--- config.mk ---
export PLATFORM = sky130hd
export DESIGN_NAME = fifo_write_arbiter
export DESIGN_NICKNAME = d
export VERILOG_FILES = /design/src/rtl/fifo_write_arbiter.sv
export SDC_FILE = /design/constraint.sdc
export NUM_CORES = 1
export LEC_CHECK = 0
export CORE_AREA = 3 3 79 51
export DETAILED_ROUTE_END_ITERATION = 8
export DIE_AREA = 0 0 82 54
export GPL_TIMING_DRIVEN = 0
export PLACE_DENSITY_LB_ADDON = 0.25
export SETUP_SLACK_MARGIN = 0.05
export SYNTH_ARGS = -nofsm -noshare
export SYNTH_HDL_FRONTEND = slang
export SYNTH_SLANG_ARGS = --single-unit
--- constraint.sdc ---
create_clock -name clk -period 2.05 [get_ports clk]
set_input_delay 0.41 -clock clk [delete_from_list [all_inputs] [get_ports clk]]
set_output_delay 0.41 -clock clk [all_outputs]
set_load 0.02 [all_outputs]
--- src/rtl/fifo_write_arbiter.sv ---
// Round-robin write arbiter in front of a single-port FIFO: one requester owns the write
// port for a burst of up to MAXBURST words, then the grant rotates after one idle cycle.
module fifo_write_arbiter #(
  parameter int unsigned NREQ     = 4,
  parameter int unsigned DWIDTH   = 8,
  parameter int unsigned MAXBURST = 4
) (
  input  logic                     clk,
  input  logic                     rst,
  input  logic [NREQ-1:0]          req,
  input  logic [NREQ*DWIDTH-1:0]   din,
  input  logic                     full,
  output logic [NREQ-1:0]          gnt,
  output logic [NREQ-1:0]          ack,
  output logic                     count,
  output logic [DWIDTH-1:0]        wdata
);

  localparam int unsigned IdxW  = (NREQ > 1) ? $clog2(NREQ) : 1;
  localparam int unsigned BeatW = $clog2(MAXBURST) + 1;
  localparam logic [BeatW-1:0] BeatLast = BeatW'(MAXBURST - 1);
  localparam logic [IdxW:0]    NreqW    = (IdxW + 1)'(NREQ);

  typedef enum logic [0:0] {StIdle, StBurst} state_e;

  state_e            state_q, state_d;
  logic [NREQ-1:0]   gnt_q, gnt_d;
  logic [IdxW-1:0]   owner_q, owner_d;
  logic [IdxW-1:0]   prio_q, prio_d;
  logic [BeatW-1:0]  beat_q, beat_d;

  logic [2*NREQ-1:0] req_dbl;
  logic [NREQ-1:0]   req_rot;
  logic [IdxW-1:0]   off;
  logic [IdxW:0]     pick_sum;
  logic [IdxW-1:0]   pick;
  logic [IdxW:0]     nxt_sum;
  logic [IdxW-1:0]   owner_nxt;
  logic              owner_req;
  logic              accept;

  // Rotate req so bit 0 is prio_ptr, take the lowest set bit, then rotate the index back.
  always_comb begin
    req_dbl = {req, req} >> prio_q;
    req_rot = req_dbl[NREQ-1:0];
    off     = '0;
    for (int i = NREQ - 1; i >= 0; i--) begin
      if (req_rot[i]) off = IdxW'(i);
    end
    pick_sum = {1'b0, prio_q} + {1'b0, off};
    if (pick_sum >= NreqW) pick_sum = pick_sum - NreqW;
    pick = pick_sum[IdxW-1:0];

    nxt_sum = {1'b0, owner_q} + {{IdxW{1'b0}}, 1'b1};
    if (nxt_sum >= NreqW) nxt_sum = '0;
    owner_nxt = nxt_sum[IdxW-1:0];
  end

  always_comb begin
    owner_req = 1'b0;
    wdata     = '0;
    for (int i = 0; i < NREQ; i++) begin
      if (owner_q == IdxW'(i)) begin
        owner_req = req[i];
        if (state_q == StBurst) wdata = din[i*DWIDTH +: DWIDTH];
      end
    end
    accept = (state_q == StBurst) && owner_req && !full;
    count  = accept;
    ack    = accept ? gnt_q : '0;
    gnt    = gnt_q;
  end

  always_comb begin
    state_d = state_q;
    gnt_d   = gnt_q;
    owner_d = owner_q;
    prio_d  = prio_q;
    beat_d  = beat_q;
    case (state_q)
      StIdle: begin
        gnt_d = '0;
        if (|req) begin
          state_d = StBurst;
          owner_d = pick;
          beat_d  = '0;
          for (int i = 0; i < NREQ; i++) gnt_d[i] = (pick == IdxW'(i));
        end
      end
      StBurst: begin
        // A stalled beat never reaches the limit, so full only blocks the beat-limit release.
        if (!owner_req || (accept && (beat_q == BeatLast))) begin
          state_d = StIdle;
          gnt_d   = '0;
          prio_d  = owner_nxt;
          beat_d  = '0;
        end else if (accept) begin
          beat_d = beat_q + 1'b1;
        end
      end
      default: begin
        state_d = StIdle;
        gnt_d   = '0;
      end
    endcase
  end

  always_ff @(posedge clk or negedge rst) begin
    if (!rst) begin
      state_q <= StIdle;
      gnt_q   <= '0;
      owner_q <= '0;
      prio_q  <= '0;
      beat_q  <= '0;
    end else begin
      state_q <= state_d;
      gnt_q   <= gnt_d;
      owner_q <= owner_d;
      prio_q  <= prio_d;
      beat_q  <= beat_d;
    end
  end

endmodule
==> metrics.csv <==
metric,value,unit
synth_cells,148,
reg2reg_from,prio_q[1],
drv_cap,0,
cpPeakStageDelay,410,ps
synth-edff-count,0,
yosys.area.top_type,dfrtp_1,
drt_wl_total,5.451,mm
pre_cts_ws,-857.1,ps
period_minus_slack,2335,ps
power.total,3.723,mW
drv_slew,0,
cpMaxStageDelayCell,dfrtp_1,
cp-end-kind,primary output,
power.leakage,0.9810,nW
place_area,1874,sq um
initial_core_util,37.12,%
slew_headroom,18.01,%
die_h,54,um
syn_nets,194,
ir_worst_vdd,0.9251,mV
route.detailed.drc,0,
final_core_util,71.19,%
fin_crit_sh,113.9,%
tightest_slew,1220,ps
wl_per_cell,20.19,um
final_cell_area,2337,sq um
grt_max_degree,13,
num_io_pins,56,
root_buffer,clkbuf_8,
yosysSeqAreaShare,24.64,%
first_global_vias,1539,
ant_nets,0,
fin_setup_tns,-4146,ps
setup_slack,-284.5,ps
fin_cells,270,
clk_latency,250,ps
startpoint,owner_q[1],
worstSetupPathType,flip-flop to primary output,
die_w,82,um
cts.sinks,12,
cts_buffers,3,
io_buffers,54,
dpl.hpwl,3.379,mm
vias,1586,
synth_ff_type,dfrtp_1,
avgSynthCellArea,8.234,sq um
clk_path_buf_depth,2,
dp_cells,247,
overflow,0,
crit_path_frequent_cell,buf_6,
clk_pin_slew,60,ps
yosysWarnings,0,
hold_viol,0,
cts_tree,yes,
cts_hold_buf,0,
antenna_found_initial,0,
drt_iter0_drc,119,
grt_usage,22.62,%
start_kind,flip-flop,
die-area,4428,sq um
n_antenna_cell,0,
setup_viol,23,
async_reset_ff_share,100.0,%
synth_cell_types,41,
violations,negative setup slack,
rsz0062_at_grt,true,
area_growth,91.79,%
whs,543.7,ps
clock_skew,9.833,ps
worst_ep_required_time,1640,ps
arrival,1920,ps
synthesis.area,1219,sq um
crit_chain,inv_2 > ha_4 > buf_6 > nand3b_4 > a221oi_4 > o21bai_4 > nor2_2 > buf_6,
min_path_type,primary input to async pin,
cp_max_fo,6,
viasPerCell,5.874,
drive_gt1_share,40.00,%
rows,16,
status,"finished, violations left",
fmax,0.4284,GHz
power_per_cell_area,1593,nW/um^2
fin_nets,272,
ys_seq_elements,12,
synth.area.top_cells,"dfrtp_1, ha_1, a21boi_0, a211o_1, a221oi_1",
grt_pass1_wl,7.548,mm
synthDominantCellAreaShare,24.64,%
place_congestion,0.7822,
core_area,3283,sq um
dr.pass1.iters,5,
cts-htree-levels,1,
## sequential cells by signal, indices dropped and copies added (netlist names)
signal	flops
owner_q	2
gnt	4
beat_q	3
prio_q	2
state_q	1
## final timing paths
check	end	slack (ps)	cells after the start
min	prio_q[0]	540	1
max reg2reg	gnt[2]	-170	8
max in group asynchronous	owner_q[0]	1070	1
min in group clk	beat_q[0]	540	1
min reg2reg	beat_q[0]	540	1
max	ack[1]	-280	8
## where the power goes
| group | switching [mW] | total (mW) | internal [mW] |
|---|---|---|---|
| clock | 0.0952 | 0.265 | 0.170 |
| sequential | 0.106 | 0.432 | 0.326 |
| combinational | 1.50 | 3.03 | 1.53 |
## cells in the final DEF, fill, tap and decap left out, types with 8 or more instances in the layout
master           synthesis  final
nand2_1                 11     11
inv_1                   17     15
buf_4                    1     17
buf_6                    0     20
clkdlybuf4s50_1          0     38
dfrtp_1                 12     10
a21boi_2                 0      8
a221oi_2                 0      8
a211o_1                  8      8
## per-layer routing
layer | GRT usage, % | part of all wire, % | vias up
met5 | 0 | 0 | -
met4 | 4.144 | 1.9 | 0
met3 | 3.679 | 7.4 | 12
met2 | 39.14 | 49 | 104
met1 | 30.13 | 42 | 763
li1 | - | - | 707
## final cells by class
type | count | area (sq um)
multi-input cells | 109 | 1051
fillers | 237 | 945.9
repair buffers | 73 | 706.9
flip-flops and latches | 12 | 302.8
plain buffers | 9 | 95.09
inverters | 18 | 70.07
well taps | 45 | 56.30
clock buffers | 4 | 55.05
## cell usage after synthesis, types with 4 or more instances
| cell type | n |
|---|---|
| ha_1 | 7 |
| a21boi_0 | 11 |
| nand3_1 | 5 |
| dfrtp_1 | 12 |
| o211ai_1 | 4 |
| nand2b_1 | 6 |
| a221oi_1 | 8 |
| a211o_1 | 8 |
| buf_2 | 5 |
| nor2_1 | 7 |
| o21ai_0 | 7 |
| nand2_1 | 11 |
| inv_1 | 17 |
## kinds of logic (layout without fill, tap and decap cells)
| family | after synthesis | in the layout | share of synthesized area, % |
|---|---|---|---|
| adder cells (fa/ha/maj) | 7 | 7 | 7.187 |
| AND/OR/NAND/NOR | 42 | 42 | 19.61 |
| multiplexers | 2 | 2 | 1.848 |
| buffers and inverters | 27 | 104 | 9.137 |
| AO/OA/AOI/OAI | 58 | 58 | 37.58 |
| flip-flops | 12 | 12 | 24.64 |
## worst max-delay path, delay by kind of cell, from the launching register on
kind	cells	cell delay, ps
AO/OA/AOI/OAI	2	460
buffers and inverters	3	350
AND/OR/NAND/NOR	2	280
flip-flops	1	410
adder cells (fa/ha/maj)	1	180
## what timing repair did
item / CTS / global route
setup buffers: 16 / 4
resized for setup: 121 / 16
pin swaps: 22 / 4
endpoints found under the setup margin: 20 / 25
(Power assumes the default switching activity.)
